[src/rtl/rv_multicycle_ctrl_if.sv]
// rv_multicycle_ctrl_if: bundle between the multicycle control FSM and its datapath.
//   master : controller side. It receives the instruction fields, the ALU zero flag and
//            mem_ready, and drives the memory request, the write enables, the mux selects,
//            alu_ctrl and the sticky illegal flag.
//   slave  : datapath/memory side, with the opposite directions.
interface rv_multicycle_ctrl_if;
    // Instruction fields from the IR, plus datapath and memory status.
    logic [6:0] op;
    logic [2:0] funct3;
    logic       funct7b5;
    logic       zero;
    logic       mem_ready;

    // Control outputs.
    logic       mem_req;
    logic       mem_write;
    logic       adr_src;
    logic       ir_write;
    logic       pc_write;
    logic       reg_write;
    logic [1:0] alu_src_a;
    logic [1:0] alu_src_b;
    logic [1:0] result_src;
    logic [2:0] imm_sel;
    logic [2:0] alu_ctrl;
    logic       illegal;

    modport master (
        input  op, funct3, funct7b5, zero, mem_ready,
        output mem_req, mem_write, adr_src, ir_write, pc_write, reg_write,
        output alu_src_a, alu_src_b, result_src, imm_sel, alu_ctrl, illegal
    );

    modport slave (
        output op, funct3, funct7b5, zero, mem_ready,
        input  mem_req, mem_write, adr_src, ir_write, pc_write, reg_write,
        input  alu_src_a, alu_src_b, result_src, imm_sel, alu_ctrl, illegal
    );
endinterface

[src/rtl/rv_multicycle_ctrl.sv]
// rv_multicycle_ctrl: Moore-style control FSM for a multicycle RV32I core.
// It runs fetch, decode, execute, memory access and writeback over one ALU and one memory
// port. It stalls in the request states until mem_ready is high.
// Ports:
//   clk    : rising-edge clock
//   rst_n  : asynchronous active-low reset. It returns the FSM to IDLE and clears illegal.
//   bus_if : rv_multicycle_ctrl_if.master. It carries the instruction fields, zero and
//            mem_ready in, and the memory handshake, the mux selects, the enables,
//            alu_ctrl and illegal out.
// Configuration macro:
//   RV_UTYPE_EN : when defined, lui/auipc are decoded. When it is not defined, both
//                 opcodes are illegal.
// Every output except illegal is decoded from the current state. mem_ready qualifies the
// fetch write enables, and zero qualifies the branch pc_write. illegal is a sticky
// register that is set on entry to HALT.
module rv_multicycle_ctrl (
    input  logic                 clk,
    input  logic                 rst_n,
    rv_multicycle_ctrl_if.master bus_if
);
    localparam int unsigned STATE_W = 4;
    localparam int unsigned OP_W    = 7;
    localparam int unsigned SEL_W   = 2;
    localparam int unsigned CODE_W  = 3;

    localparam logic [OP_W-1:0] OP_LOAD   = 7'b0000011;
    localparam logic [OP_W-1:0] OP_STORE  = 7'b0100011;
    localparam logic [OP_W-1:0] OP_RTYPE  = 7'b0110011;
    localparam logic [OP_W-1:0] OP_ITYPE  = 7'b0010011;
    localparam logic [OP_W-1:0] OP_JAL    = 7'b1101111;
    localparam logic [OP_W-1:0] OP_BRANCH = 7'b1100011;
`ifdef RV_UTYPE_EN
    localparam logic [OP_W-1:0] OP_LUI    = 7'b0110111;
    localparam logic [OP_W-1:0] OP_AUIPC  = 7'b0010111;
`endif

    localparam logic [SEL_W-1:0] A_PC    = 2'b00;
    localparam logic [SEL_W-1:0] A_OLDPC = 2'b01;
    localparam logic [SEL_W-1:0] A_RS1   = 2'b10;
`ifdef RV_UTYPE_EN
    localparam logic [SEL_W-1:0] A_ZERO  = 2'b11;
`endif
    localparam logic [SEL_W-1:0] B_RS2   = 2'b00;
    localparam logic [SEL_W-1:0] B_IMM   = 2'b01;
    localparam logic [SEL_W-1:0] B_FOUR  = 2'b10;
    localparam logic [SEL_W-1:0] R_ALUOUT = 2'b00;
    localparam logic [SEL_W-1:0] R_RDATA  = 2'b01;
    localparam logic [SEL_W-1:0] R_ALU    = 2'b10;

    localparam logic [CODE_W-1:0] IMM_I = 3'b000;
    localparam logic [CODE_W-1:0] IMM_S = 3'b001;
    localparam logic [CODE_W-1:0] IMM_B = 3'b010;
`ifdef RV_UTYPE_EN
    localparam logic [CODE_W-1:0] IMM_U = 3'b011;
`endif
    localparam logic [CODE_W-1:0] IMM_J = 3'b100;

    localparam logic [CODE_W-1:0] ALU_ADD = 3'b000;
    localparam logic [CODE_W-1:0] ALU_SUB = 3'b001;
    localparam logic [CODE_W-1:0] ALU_AND = 3'b010;
    localparam logic [CODE_W-1:0] ALU_OR  = 3'b011;
    localparam logic [CODE_W-1:0] ALU_XOR = 3'b100;
    localparam logic [CODE_W-1:0] ALU_SLT = 3'b101;
    localparam logic [CODE_W-1:0] ALU_SLL = 3'b110;
    localparam logic [CODE_W-1:0] ALU_SRL = 3'b111;

    typedef enum logic [STATE_W-1:0] {
        S_IDLE, S_FETCH, S_DECODE, S_MEMADR, S_MEMREAD, S_MEMWB, S_MEMWRITE,
        S_EXECR, S_EXECI, S_ALUWB, S_JAL, S_BRANCH,
`ifdef RV_UTYPE_EN
        S_UTYPE,
`endif
        S_HALT
    } state_e;

    state_e state_q, state_d;
    logic   illegal_q;

    logic              mem_req, mem_write, adr_src, ir_write, pc_write, reg_write;
    logic [SEL_W-1:0]  alu_src_a, alu_src_b, result_src;
    logic [CODE_W-1:0] imm_sel, alu_ctrl;
    logic [CODE_W:0]   alu_dec_r, alu_dec_i;

    // ALU operation decode; the top bit flags sltu and sra/srai as unsupported.
    function automatic logic [CODE_W:0] alu_decode(input logic [2:0] f3, input logic f7b5,
                                                    input logic is_r);
        logic              bad;
        logic [CODE_W-1:0] ctrl;
        bad  = 1'b0;
        ctrl = ALU_ADD;
        case (f3)
            3'b000:  ctrl = (is_r && f7b5) ? ALU_SUB : ALU_ADD;
            3'b111:  ctrl = ALU_AND;
            3'b110:  ctrl = ALU_OR;
            3'b100:  ctrl = ALU_XOR;
            3'b010:  ctrl = ALU_SLT;
            3'b001:  ctrl = ALU_SLL;
            3'b101:  begin
                if (f7b5) bad  = 1'b1;
                else      ctrl = ALU_SRL;
            end
            default: bad = 1'b1;
        endcase
        return {bad, ctrl};
    endfunction

    // Decode the ALU operation for both execute flavours.
    always_comb begin
        alu_dec_r = alu_decode(bus_if.funct3, bus_if.funct7b5, 1'b1);
        alu_dec_i = alu_decode(bus_if.funct3, bus_if.funct7b5, 1'b0);
    end

    // State and sticky illegal flag.
    always_ff @(posedge clk or negedge rst_n) begin
        if (!rst_n) begin
            state_q   <= S_IDLE;
            illegal_q <= 1'b0;
        end else begin
            state_q <= state_d;
            if (state_d == S_HALT) illegal_q <= 1'b1;
        end
    end

    // Next-state and control decode.
    always_comb begin
        state_d    = state_q;
        mem_req    = 1'b0;
        mem_write  = 1'b0;
        adr_src    = 1'b0;
        ir_write   = 1'b0;
        pc_write   = 1'b0;
        reg_write  = 1'b0;
        alu_src_a  = A_PC;
        alu_src_b  = B_RS2;
        result_src = R_ALUOUT;
        imm_sel    = IMM_I;
        alu_ctrl   = ALU_ADD;

        case (state_q)
            S_IDLE: state_d = S_FETCH;

            // PC+4 is computed while the fetch is outstanding. It is committed on mem_ready.
            S_FETCH: begin
                mem_req    = 1'b1;
                alu_src_a  = A_PC;
                alu_src_b  = B_FOUR;
                result_src = R_ALU;
                if (bus_if.mem_ready) begin
                    ir_write = 1'b1;
                    pc_write = 1'b1;
                    state_d  = S_DECODE;
                end
            end

            // The branch/jump target OldPC+imm is computed speculatively into ALUOut.
            S_DECODE: begin
                alu_src_a = A_OLDPC;
                alu_src_b = B_IMM;
                imm_sel   = (bus_if.op == OP_JAL) ? IMM_J : IMM_B;
                case (bus_if.op)
                    OP_LOAD, OP_STORE: state_d = S_MEMADR;
                    OP_RTYPE:          state_d = S_EXECR;
                    OP_ITYPE:          state_d = S_EXECI;
                    OP_JAL:            state_d = S_JAL;
                    OP_BRANCH:         state_d = S_BRANCH;
`ifdef RV_UTYPE_EN
                    OP_LUI, OP_AUIPC:  state_d = S_UTYPE;
`endif
                    default:           state_d = S_HALT;
                endcase
            end

            S_MEMADR: begin
                alu_src_a = A_RS1;
                alu_src_b = B_IMM;
                imm_sel   = (bus_if.op == OP_STORE) ? IMM_S : IMM_I;
                state_d   = (bus_if.op == OP_STORE) ? S_MEMWRITE : S_MEMREAD;
            end

            S_MEMREAD: begin
                mem_req = 1'b1;
                adr_src = 1'b1;
                if (bus_if.mem_ready) state_d = S_MEMWB;
            end

            S_MEMWB: begin
                result_src = R_RDATA;
                reg_write  = 1'b1;
                state_d    = S_FETCH;
            end

            S_MEMWRITE: begin
                mem_req   = 1'b1;
                mem_write = 1'b1;
                adr_src   = 1'b1;
                if (bus_if.mem_ready) state_d = S_FETCH;
            end

            S_EXECR: begin
                alu_src_a = A_RS1;
                alu_src_b = B_RS2;
                if (alu_dec_r[CODE_W]) begin
                    state_d = S_HALT;
                end else begin
                    alu_ctrl = alu_dec_r[CODE_W-1:0];
                    state_d  = S_ALUWB;
                end
            end

            S_EXECI: begin
                alu_src_a = A_RS1;
                alu_src_b = B_IMM;
                imm_sel   = IMM_I;
                if (alu_dec_i[CODE_W]) begin
                    state_d = S_HALT;
                end else begin
                    alu_ctrl = alu_dec_i[CODE_W-1:0];
                    state_d  = S_ALUWB;
                end
            end

            S_ALUWB: begin
                result_src = R_ALUOUT;
                reg_write  = 1'b1;
                state_d    = S_FETCH;
            end

            // The PC takes the target held in ALUOut while the ALU forms the link value OldPC+4.
            S_JAL: begin
                alu_src_a  = A_OLDPC;
                alu_src_b  = B_FOUR;
                result_src = R_ALUOUT;
                pc_write   = 1'b1;
                state_d    = S_ALUWB;
            end

            S_BRANCH: begin
                alu_src_a  = A_RS1;
                alu_src_b  = B_RS2;
                alu_ctrl   = ALU_SUB;
                result_src = R_ALUOUT;
                case (bus_if.funct3)
                    3'b000: begin
                        pc_write = bus_if.zero;
                        state_d  = S_FETCH;
                    end
                    3'b001: begin
                        pc_write = ~bus_if.zero;
                        state_d  = S_FETCH;
                    end
                    default: state_d = S_HALT;
                endcase
            end

`ifdef RV_UTYPE_EN
            // lui adds the immediate to zero. auipc adds it to OldPC.
            S_UTYPE: begin
                imm_sel   = IMM_U;
                alu_src_b = B_IMM;
                alu_src_a = (bus_if.op == OP_LUI) ? A_ZERO : A_OLDPC;
                state_d   = S_ALUWB;
            end
`endif

            S_HALT: state_d = S_HALT;

            default: state_d = S_IDLE;
        endcase
    end

    assign bus_if.mem_req    = mem_req;
    assign bus_if.mem_write  = mem_write;
    assign bus_if.adr_src    = adr_src;
    assign bus_if.ir_write   = ir_write;
    assign bus_if.pc_write   = pc_write;
    assign bus_if.reg_write  = reg_write;
    assign bus_if.alu_src_a  = alu_src_a;
    assign bus_if.alu_src_b  = alu_src_b;
    assign bus_if.result_src = result_src;
    assign bus_if.imm_sel    = imm_sel;
    assign bus_if.alu_ctrl   = alu_ctrl;
    assign bus_if.illegal    = illegal_q;

endmodule

[src/flat_wrapper.sv]
// flat-port wrapper written by rule: the top's interface ports become plain ports
module rv_multicycle_ctrl_flat 
  (clk, rst_n, bus_if_op, bus_if_funct3, bus_if_funct7b5, bus_if_zero, bus_if_mem_ready, bus_if_mem_req, bus_if_mem_write, bus_if_adr_src, bus_if_ir_write, bus_if_pc_write, bus_if_reg_write, bus_if_alu_src_a, bus_if_alu_src_b, bus_if_result_src, bus_if_imm_sel, bus_if_alu_ctrl, bus_if_illegal);
  rv_multicycle_ctrl_if bus_if_i ();
  input  logic clk;
  input  logic rst_n;
  input wire logic [$bits(bus_if_i.op)-1:0] bus_if_op;
  input wire logic [$bits(bus_if_i.funct3)-1:0] bus_if_funct3;
  input wire logic [$bits(bus_if_i.funct7b5)-1:0] bus_if_funct7b5;
  input wire logic [$bits(bus_if_i.zero)-1:0] bus_if_zero;
  input wire logic [$bits(bus_if_i.mem_ready)-1:0] bus_if_mem_ready;
  output wire logic [$bits(bus_if_i.mem_req)-1:0] bus_if_mem_req;
  output wire logic [$bits(bus_if_i.mem_write)-1:0] bus_if_mem_write;
  output wire logic [$bits(bus_if_i.adr_src)-1:0] bus_if_adr_src;
  output wire logic [$bits(bus_if_i.ir_write)-1:0] bus_if_ir_write;
  output wire logic [$bits(bus_if_i.pc_write)-1:0] bus_if_pc_write;
  output wire logic [$bits(bus_if_i.reg_write)-1:0] bus_if_reg_write;
  output wire logic [$bits(bus_if_i.alu_src_a)-1:0] bus_if_alu_src_a;
  output wire logic [$bits(bus_if_i.alu_src_b)-1:0] bus_if_alu_src_b;
  output wire logic [$bits(bus_if_i.result_src)-1:0] bus_if_result_src;
  output wire logic [$bits(bus_if_i.imm_sel)-1:0] bus_if_imm_sel;
  output wire logic [$bits(bus_if_i.alu_ctrl)-1:0] bus_if_alu_ctrl;
  output wire logic [$bits(bus_if_i.illegal)-1:0] bus_if_illegal;
  assign bus_if_i.op = bus_if_op;
  assign bus_if_i.funct3 = bus_if_funct3;
  assign bus_if_i.funct7b5 = bus_if_funct7b5;
  assign bus_if_i.zero = bus_if_zero;
  assign bus_if_i.mem_ready = bus_if_mem_ready;
  assign bus_if_mem_req = bus_if_i.mem_req;
  assign bus_if_mem_write = bus_if_i.mem_write;
  assign bus_if_adr_src = bus_if_i.adr_src;
  assign bus_if_ir_write = bus_if_i.ir_write;
  assign bus_if_pc_write = bus_if_i.pc_write;
  assign bus_if_reg_write = bus_if_i.reg_write;
  assign bus_if_alu_src_a = bus_if_i.alu_src_a;
  assign bus_if_alu_src_b = bus_if_i.alu_src_b;
  assign bus_if_result_src = bus_if_i.result_src;
  assign bus_if_imm_sel = bus_if_i.imm_sel;
  assign bus_if_alu_ctrl = bus_if_i.alu_ctrl;
  assign bus_if_illegal = bus_if_i.illegal;
  rv_multicycle_ctrl u_core (.clk(clk), .rst_n(rst_n), .bus_if(bus_if_i));
endmodule
[config.mk]
export PLATFORM = sky130hd
export DESIGN_NAME = rv_multicycle_ctrl_flat
export DESIGN_NICKNAME = d
export VERILOG_FILES = /design/src/rtl/rv_multicycle_ctrl_if.sv /design/src/rtl/rv_multicycle_ctrl.sv /design/src/flat_wrapper.sv
export SDC_FILE = /design/constraint.sdc
export NUM_CORES = 1
export LEC_CHECK = 0
export BUFFER_PORTS_ARGS = -buffer_cell sky130_fd_sc_hd__buf_2
export CAP_MARGIN = 20
export CORE_MARGIN = 8
export CORE_UTILIZATION = 49
export CTS_CLUSTER_DIAMETER = 50
export CTS_CLUSTER_SIZE = 30
export DETAILED_ROUTE_END_ITERATION = 10
export PLACE_DENSITY = 0.83
export SYNTH_ARGS = -nofsm -noshare
export SYNTH_HDL_FRONTEND = slang
export SYNTH_SLANG_ARGS = --single-unit
[constraint.sdc]
create_clock -name clk -period 4.85 [get_ports clk]
set_clock_uncertainty 0.2 [all_clocks]
set_input_delay 0.97 -clock clk [delete_from_list [all_inputs] [get_ports clk]]
set_output_delay 0.97 -clock clk [all_outputs]
set_load 0.03 [all_outputs]
==> results of run 1 <==
==> power by group through the flow <==
| stage | clock (mW) | sequential, mW | combinational [mW] |
|---|---|---|---|
| finish | 0.0457 | 0.125 | 0.411 |
| global route | 0.0500 | 0.134 | 0.444 |
| CTS | 0.0478 | 0.124 | 0.413 |
| detailed placement | 0 | 0.124 | 0.411 |
| global placement | 0 | 0.122 | 0.404 |
| floorplan | 0 | 0.0801 | 0.352 |
==> worst max-delay path: stages <==
cell and delay (ns):
buf_2 0.15, inv_1 0.07, or4_1 0.53, a21oi_1 0.16, nor2_1 0.05, o22ai_1 0.14
buf_2 0.22
==> kinds of logic (layout without fill, tap and decap cells) <==
| group | count (synthesis) | in the layout |
|---|---|---|
| and+or+nand+nor | 57 | 57 |
| muxes | 1 | 1 |
| AOI/OAI and AO/OA | 33 | 33 |
| adders and majority gates | 1 | 1 |
| xor gates and xnor gates | 1 | 1 |
| DFF | 5 | 5 |
| buffers and inverters | 14 | 44 |
==> metrics by stage <==
stage / setup WS, ns / hold WS [ns] / instance area, um2
floorplan: 0.832 / 0.450 / 753
global placement: 1.44 / 0.248 / 905
detailed placement: 1.40 / 0.252 / 905
CTS: 1.39 / 0.263 / 931
global route: 1.28 / 0.271 / 931
finish: 1.39 / 0.256 / 931
==> cell type report <==
class | instances | share of cell area [%]
Clock buffer | 4 | 2.82
Inverter | 7 | 2.82
Multi-Input combinational cell | 93 | 61.0
Sequential cell | 5 | 13.4
Tap cell | 16 | 2.15
Timing Repair Buffer | 33 | 17.7
==> state kept, by name, indices dropped and copies added, names as in the netlist <==
name,flops
u_core.bus_if.illegal,1
u_core.state_q,4
==> placed cells by master, fill, tap and decap left out, drive strengths merged, types with 2 or more instances in the layout <==
master / count
buf: 33
nor2: 12
nand2: 12
o21ai: 8
inv: 7
a21oi: 7
nand2b: 6
nor3: 5
nor2b: 5
dfrtp: 5
clkbuf: 4
o22ai: 3
or3: 3
nand3: 3
o21a: 3
or4: 3
a211o: 2
and2: 2
a21boi: 2
==> metal layers <==
layer  GRT usage (%)  part of all wire, %
met5               0                    0
met4            4.23                    0
met1            15.1                   41
met3            2.74                  6.7
met2            24.2                   52
==> final timing paths <==
path	from	to	slack, ns	cells past startpoint
max in group asynchronous	rst_n	u_core.state_q[1]	3.98	1
min in group asynchronous	rst_n	u_core.state_q[0]	0.34	1
worst max-delay path	bus_if_funct3[2]	bus_if_alu_ctrl[0]	1.39	7
worst min register to register	u_core.bus_if.illegal	u_core.bus_if.illegal	0.26	1
worst min-delay path	u_core.bus_if.illegal	u_core.bus_if.illegal	0.26	1
worst max register to register	u_core.state_q[2]	u_core.bus_if.illegal	2.55	5
==> summary.txt, run 1 <==
Fin nets: 158
Least-Margin Pin Slew: 0.557 ns
Period utilisation layout: 71.3%
Via-to-Cell Ratio: 5.81
Total track usage: 13.4%
Final Instance Count excl. Fillers: 158
Fill count: 146
Layout cells sized above 1: 28.9%
Fin util: 63.3%
Synth Register Bits: 5
Post-synthesis simple-gate area fraction: 41.2%
Drt wl/cell: 13.8 um
Ports: 34
CP required: 3.68 ns
Syn_nets: 127
Data arrival, critical path: 2.29 ns
Storage cell area: 125 um2
Endpoints failing hold: 0
DRT Wirelength: 2.18 mm
Syn Inst Count: 112
Pwr Density: 625 mW/mm2
Top post-synthesis cells by area: dfrtp_1 (17%), nand2_1 (6.0%), nor2_1 (6.0%)
# DRC: 0
Status: finished clean
DRT antenna net count: 0
Synth Area in Adders: 1.33%
Clock transition at path regs: 0.04 ns
Routability Congestion: 0.917
Clock Power Share: 7.8%
Fraction of synthesized cell area taken by the top area cell type: 16.6%
Largest net degree at the start of global routing: 21
Yosys cell types: 39
Sw power: 0.347 mW
Min Clock Period, post-route: 3.46 ns
Vias in the first global route: 869
Clock tree sinks: 5
IO buf count: 33
Number of max-cap violations: 0
Xor-xnor portion of the synthesized cell area: 1.16%
Leakage Power: 0.460 nW
Worst-skew pair later-pin latency: 0.23 ns
Drt first pass iters: 4
Root buf cell: clkbuf_4
CP Class: in -> out
Rows: 14
Post-DP HPWL: 1.74 mm
Vias post-DR: 918
Mapped cell area: 753 um2
Area leader, netlist: dfrtp_1
Initial Util: 51.2%
Std-Cell Core Area: 0.00147 mm2
Multi-input gate area: 568 um2
CTS H-tree depth: 1
Setup Fix Bufs, Post-CTS: 0
Maximum VDD drop: 0.362 mV
Deepest clock path buffer count: 2
Cts bufs inserted: 3
Antenna cells: 0
Tot Pwr: 0.582 mW
RSZ-0062 raised after global routing: false
CTS tree: done
Post-CTS sizing: 0
First-pass GRT wire length: 3.66 mm
Main combinational cell family by area after synthesis: simple AND/OR/NAND/NOR gates
Hold Buf Count CTS: 0
Compound-gate portion of the synthesized area: 30.4%
Max_slew headroom: 62.9%
Mux cell area share after synthesis: 1.33%
Die ar.: 0.00305 mm2
Global route total overflow: 0
Syn. warnings: 0
Die Y: 55.2 um
DR iter-0 viols: 23
Crit path capture type: output port
Switch share: 59.5%
DIE WIDTH: 55.2 um
Gate power share: 70.7%
CP startpoint kind: input port
Commonest cells post-synth: nand2_1 (12), nor2_1 (12), a21oi_1 (7), inv_1 (7)
Setup TNS: 0 ns
Flop pwr share: 21.5%
Hold WC Path Type: reg -> reg
Sequential share of the synthesized area: 16.6%
Predominant post-synthesis flop cell: dfrtp_1
Layout area overhead: 23.6%
P_int: 0.236 mW
Synth async-reset ratio: 100%
Syn Area/Cell: 6.73 um2
Max Transition Viols Final: 0
Initial antenna violation count: 0
Number of synthesized flops with an enable pin: 0
Fmax: 0.289 GHz
DP Cell Count: 154
CP max FO: 8
Final-report setup violation count: 0
Power figures use the tool's default switching activity.
==> run 2, diff against run 1 <==
--- a/config.mk
+++ b/config.mk
@@ -8,11 +8,11 @@
 export BUFFER_PORTS_ARGS = -buffer_cell sky130_fd_sc_hd__buf_2
 export CAP_MARGIN = 20
 export CORE_MARGIN = 8
-export CORE_UTILIZATION = 49
+export CORE_UTILIZATION = 41
 export CTS_CLUSTER_DIAMETER = 50
 export CTS_CLUSTER_SIZE = 30
 export DETAILED_ROUTE_END_ITERATION = 10
-export PLACE_DENSITY = 0.83
+export PLACE_DENSITY = 0.74
 export SYNTH_ARGS = -nofsm -noshare
 export SYNTH_HDL_FRONTEND = slang
 export SYNTH_SLANG_ARGS = --single-unit
==> constraint.sdc (replaced) <==
create_clock -name clk -period 2.85 [get_ports clk]
set_clock_uncertainty 0.2 [all_clocks]
set_input_delay 0.57 -clock clk [delete_from_list [all_inputs] [get_ports clk]]
set_output_delay 0.57 -clock clk [all_outputs]
set_load 0.03 [all_outputs]
==> summary.txt, run 2 (synthesis results as in run 1) <==
Antenna cells: 0 (unchanged)
Layout cells sized above 1: 30.8% (+1.9 points)
Post-CTS sizing: 0 (unchanged)
Drt wl/cell: 13.0 um (-6.0%)
CTS tree: done
Clock tree sinks: 5 (unchanged)
Clock transition at path regs: 0.04 ns (about the same)
Setup TNS: 0 ns (unchanged)
Vias post-DR: 953 (+3.8%)
Initial antenna violation count: 0 (unchanged)
R2r endpoint: u_core.bus_if.illegal
Tot Pwr: 1.02 mW (+75%)
Number of max-cap violations: 0 (unchanged)
Pwr Density: 1040 mW/mm2 (+66%)
RSZ-0062 raised after global routing: false
R2R depth: 5 (unchanged)
CP required: 2.08 ns (-1.60 ns)
Final Instance Area: 981 um2 (+5.4%)
CP max FO: 9 (+1)
Fin nets: 162 (+2.5%)
Leakage Power: 0.480 nW (+4.5%)
WHS: 0.274 ns (+0.0181 ns)
Hold path depth: 1 (unchanged)
Routability Congestion: 0.875 (-4.6%)
Maximum VDD drop: 0.561 mV (+55%)
# DRC: 0 (unchanged)
Layout area overhead: 30.2%
Hold Startpoint: u_core.bus_if.illegal
Worst-skew pair later-pin latency: 0.23 ns (about the same)
Std-Cell Core Area: 0.00173 mm2 (+17%)
CP startpoint kind: flip-flop
Die Y: 58.9 um (+6.6%)
Initial Util: 43.6% (-7.6 points)
Hold WC Path Type: reg -> reg
Die ar.: 0.00346 mm2 (+14%)
Worst flop-to-flop path startpoint: u_core.state_q[3]
CTS H-tree depth: 1 (unchanged)
Period utilisation layout: 94.4%
Post-DP Area: 945 um2 (+4.4%)
Total track usage: 12.4% (-0.96 points)
Max reg flops: 4 (unchanged)
Commonest cells after routing, fill and taps aside: buf_2 (33), nor2_1 (12), nand2_1 (12)
Largest net degree at the start of global routing: 20 (-4.8%)
Hold Buf Count CTS: 1 (+1)
Fmax: 0.372 GHz
Via-to-Cell Ratio: 5.57 (-4.1%)
Least-Margin Pin Slew: 0.388 ns (-0.169 ns)
Final-report setup violation count: 0 (unchanged)
Ports: 34 (unchanged)
DRT Wirelength: 2.22 mm (+1.7%)
Drt first pass iters: 4 (unchanged)
Vias in the first global route: 858 (-1.3%)
Post-DP HPWL: 1.80 mm (+3.8%)
IO buf count: 33 (unchanged)
Multi-input gate area: 574 um2 (+1.1%)
Rows: 15 (+1)
Hold Crit Endpoint: u_core.bus_if.illegal
Setup Fix Bufs, Post-CTS: 0 (unchanged)
Top reg by flops: u_core.state_q
Status: finished clean
Fill count: 183 (+25%)
Fin util: 56.8% (-6.5 points)
Max Transition Viols Final: 0 (unchanged)
Commonest non-fill, non-tap cell in the layout: buf_2
Max_slew headroom: 74.0% (+11 points)
Crit path capture type: output port
R2R Setup Slk: 0.73 ns (-1.82 ns)
CP Class: reg -> out
DIE WIDTH: 58.9 um (+6.6%)
Global route total overflow: 0 (unchanged)
Data arrival, critical path: 1.92 ns (-0.37 ns)
DRT antenna net count: 0 (unchanged)
First-pass GRT wire length: 3.61 mm (-1.3%)
Min Clock Period, post-route: 2.69 ns
Root buf cell: clkbuf_4
Deepest clock path buffer count: 2 (unchanged)
Cts bufs inserted: 3 (unchanged)
Endpoints failing hold: 0 (unchanged)
DR iter-0 viols: 75 (+230%)
Storage cell area: 125 um2 (unchanged)
## run 2: changes by cell type in the layout (fill, tap and decap cells not counted)
cell,change
a2111oi_0,-1
buf_4,+3
dlygate4sd3_1,+1
a2111oi_2,+1
## run 2: report_power, final
part / leakage (nW) / switching, mW / internal [mW]
clock: 0.0150 / 0.0252 / 0.0527
combinational: 0.403 / 0.502 / 0.270
sequential: 0.0625 / 0.0636 / 0.105
## run 2: how the worst max path moves through the flow
stage,from,depth (start not counted),slack (ns),to
after global placement,bus_if_funct3[2],7,0.23,bus_if_alu_ctrl[0]
after floorplan,bus_if_funct3[1],5,0.12,bus_if_alu_ctrl[0]
after CTS,u_core.state_q[3],5,0.15,bus_if_alu_ctrl[2]
after global routing,u_core.state_q[3],5,0.03,bus_if_alu_ctrl[2]
final,u_core.state_q[3],5,0.16,bus_if_alu_ctrl[2]
after detailed placement,bus_if_funct3[2],7,0.20,bus_if_alu_ctrl[0]
## run 2: stage by stage
step | cells | setup slack (ns)
CTS | 171 | 0.153
global route | 171 | 0.0296
finish | 171 | 0.159
detailed placement | 166 | 0.196
global placement | 166 | 0.232
floorplan | 112 | 0.123
## run 2: per-layer routing
metal	share of wire, %	wire, um	GRT usage, %	vias up
li1	-	-	-	475
met2	50	1100	21.8	42
met1	41	917	14.5	436
met4	0	0	4.78	0
met3	8.8	196	2.17	0
met5	0	0	0	-
## run 2: worst max-delay path: stages (launching register included)
cell	delay, ns
dfrtp_1	0.45
buf_4	0.20
nand2b_1	0.24
o21a_1	0.26
a2111oi_2	0.28
buf_2	0.26
## run 2: cell type report
type / instances / share of cell area (%)
multi-input cells: 93 / 58.5
repair buffers: 37 / 20.2
flip-flops and latches: 5 / 12.8
well taps: 25 / 3.19
clock buffers: 4 / 2.68
inverters: 7 / 2.68
==> run 3, diff against run 2 <==
--- a/config.mk
+++ b/config.mk
@@ -13,6 +13,7 @@
 export CTS_CLUSTER_SIZE = 30
 export DETAILED_ROUTE_END_ITERATION = 10
 export PLACE_DENSITY = 0.74
+export SETUP_SLACK_MARGIN = 0.05
 export SYNTH_ARGS = -nofsm -noshare
 export SYNTH_HDL_FRONTEND = slang
 export SYNTH_SLANG_ARGS = --single-unit
==> constraint.sdc (replaced) <==
create_clock -name clk -period 2.85 [get_ports clk]
set_clock_uncertainty 0.2 [all_clocks]
set_input_delay 0.855 -clock clk [delete_from_list [all_inputs] [get_ports clk]]
set_output_delay 0.855 -clock clk [all_outputs]
set_load 0.03 [all_outputs]
==> summary.txt, run 3 (synthesis results as in run 1) <==
Global route total overflow: 0 (unchanged)
Cell chain of the critical path: buf_6 -> or4b_4 -> or4_4 -> clkinvlp_4 -> buf_6
Gate power share: 79.7% (+3.9 points)
Worst path buffer plus inverter count: 3 (+1)
Layout cells sized above 1: 51.2% (+20 points)
IO buf count: 33 (unchanged)
Maximum VDD drop: 0.573 mV (+2.1%)
Number of max-cap violations: 0 (unchanged)
Die ar.: 0.00346 mm2 (unchanged)
Endpoints failing hold: 0 (unchanged)
Slowest CP cell: or4b_4
DRT antenna net count: 0 (unchanged)
DIE WIDTH: 58.9 um (unchanged)
Pwr Density: 911 mW/mm2 (-12%)
Hold WC Path Type: in -> async
Least-Margin Pin Slew: 0.404 ns (+0.0167 ns)
Switch share: 56.2% (-1.8 points)
Post-DP Area: 0.00110 mm2 (+17%)
Failing checks: negative setup slack
Commonest non-fill, non-tap cell in the layout: buf_4
Data arrival, critical path: 2.09 ns (+0.17 ns)
CP Class: in -> out
Total track usage: 16.8% (+4.3 points)
Routability Congestion: 0.933 (+6.6%)
Min Clock Period, post-route: 3.14 ns (+0.451 ns)
Worst Setup Slack, final: -0.292 ns (-0.451 ns)
Leakage Power: 0.613 nW (+28%)
Worst-skew pair later-pin latency: 0.23 ns (about the same)
Fmax: 0.318 GHz (-14%)
Rows: 15 (unchanged)
Max Transition Viols Final: 0 (unchanged)
Status: finished, violations left
Commonest cells after routing, fill and taps aside: buf_4 (24), buf_2 (23), buf_6 (14)
Final Instance Area: 0.00133 mm2 (+35%)
DP Cell Count: 184 (+11%)
Layout area overhead: 75.9%
CTS H-tree depth: 1 (unchanged)
Fin nets: 186 (+15%)
Post-DP HPWL: 2.17 mm (+20%)
Period utilisation layout: 110% (+16 points)
Final-report setup violation count: 4 (+4)
Flop pwr share: 13.9% (-2.7 points)
Clock transition at path regs: 0.04 ns (about the same)
Die Y: 58.9 um (unchanged)
Drt wl/cell: 16.7 um (+29%)
Initial antenna violation count: 0 (unchanged)
P_int: 0.529 mW (+24%)
Via-to-Cell Ratio: 5.71 (+2.4%)
Sw power: 0.678 mW (+15%)
Root buf cell: clkbuf_4
CTS tree: done
DR iter-0 viols: 39 (-48%)
CP max FO: 2 (-7)
Final Instance Count excl. Fillers: 195 (+14%)
Clock tree sinks: 5 (unchanged)
Std-Cell Core Area: 0.00173 mm2 (unchanged)
Vias in the first global route: 1050 (+22%)
Top reg by flops: u_core.state_q
Drt first pass iters: 4 (unchanged)
Most frequent CP cell: buf_6
Initial Util: 43.6% (unchanged)
Max reg flops: 4 (unchanged)
First-pass GRT wire length: 4.66 mm (+29%)
Antenna cells: 0 (unchanged)
CP required: 1.80 ns (-0.28 ns)
Largest net degree at the start of global routing: 20 (unchanged)
Max_slew headroom: 72.8% (-1.2 points)
# DRC: 0 (unchanged)
Deepest clock path buffer count: 2 (unchanged)
Max incr delay on CP: 0.48 ns (+0.03 ns)
Vias post-DR: 1113 (+17%)
Clock Power Share: 6.5% (-1.1 points)
Cts bufs inserted: 3 (unchanged)
Ports: 34 (unchanged)
RSZ-0062 raised after global routing: true
DRT Wirelength: 3.26 mm (+47%)
Crit path capture type: output port
Top delay family on crit path: simple AND/OR/NAND/NOR gates
CP startpoint kind: input port
==> run 3: per-layer routing <==
| layer | vias to the layer above | GRT usage [%] | routed length, um |
|---|---|---|---|
| li1 | 520 | - | - |
| met1 | 525 | 19.4 | 1310 |
| met2 | 60 | 27.7 | 1650 |
| met3 | 8 | 3.26 | 226 |
| met4 | 0 | 9.90 | 70 |
| met5 | - | 0 | 0 |
==> run 3: through the flow <==
stage,total power [mW],util (%),setup WS (ns),hold WS (ns),setup TNS (ns)
6_report,1.21,76.7,-0.292,0.224,-0.909
3_5_place_dp,1.00,64.0,-0.331,0.262,-1.09
5_1_grt,1.29,76.7,-0.306,0.221,-1.00
3_3_place_gp,0.985,64.0,-0.307,0.250,-1.01
2_1_floorplan,0.755,-,-0.125,0.359,-0.495
4_1_cts,1.16,73.2,-0.266,0.214,-0.553
==> run 3: layout make-up <==
type                       count  area [um2]
sequential                     5         128
clock buffer                   4        26.3
multi-input combinational     93         657
tap                           25        31.3
timing repair buffer          61         453
inverter                       7        30.0
fill                         125         402
==> run 3: power by group through the flow <==
| stage | combinational, mW | sequential, mW | clock [mW] |
|---|---|---|---|
| 2_1_floorplan | 0.618 | 0.136 | 0 |
| 3_3_place_gp | 0.835 | 0.150 | 0 |
| 3_5_place_dp | 0.849 | 0.153 | 0 |
| 4_1_cts | 0.914 | 0.158 | 0.0834 |
| 5_1_grt | 1.03 | 0.171 | 0.0857 |
| 6_report | 0.962 | 0.168 | 0.0781 |
==> run 3: final timing paths <==
path / slack (ns) / from / depth (start not counted) / end
hold / removal: 0.22 / rst_n / 1 / u_core.state_q[3]
hold reg to reg: 0.27 / u_core.bus_if.illegal / 1 / u_core.bus_if.illegal
setup / recovery: -0.29 / bus_if_op[4] / 5 / bus_if_imm_sel[0]
max in group asynchronous: 2.08 / rst_n / 1 / u_core.state_q[1]
min in group clk: 0.27 / u_core.bus_if.illegal / 1 / u_core.bus_if.illegal
setup reg to reg: 0.62 / u_core.state_q[2] / 6 / u_core.bus_if.illegal
==> run 3: timing repair <==
action                     in CTS  in global routing
gates resized for setup        30                  7
hold buffers                    0                  0
hold endpoints to repair        0                  0
setup endpoints to repair       6                  6
setup buffers                   4                  3
pin swaps                       7                  5
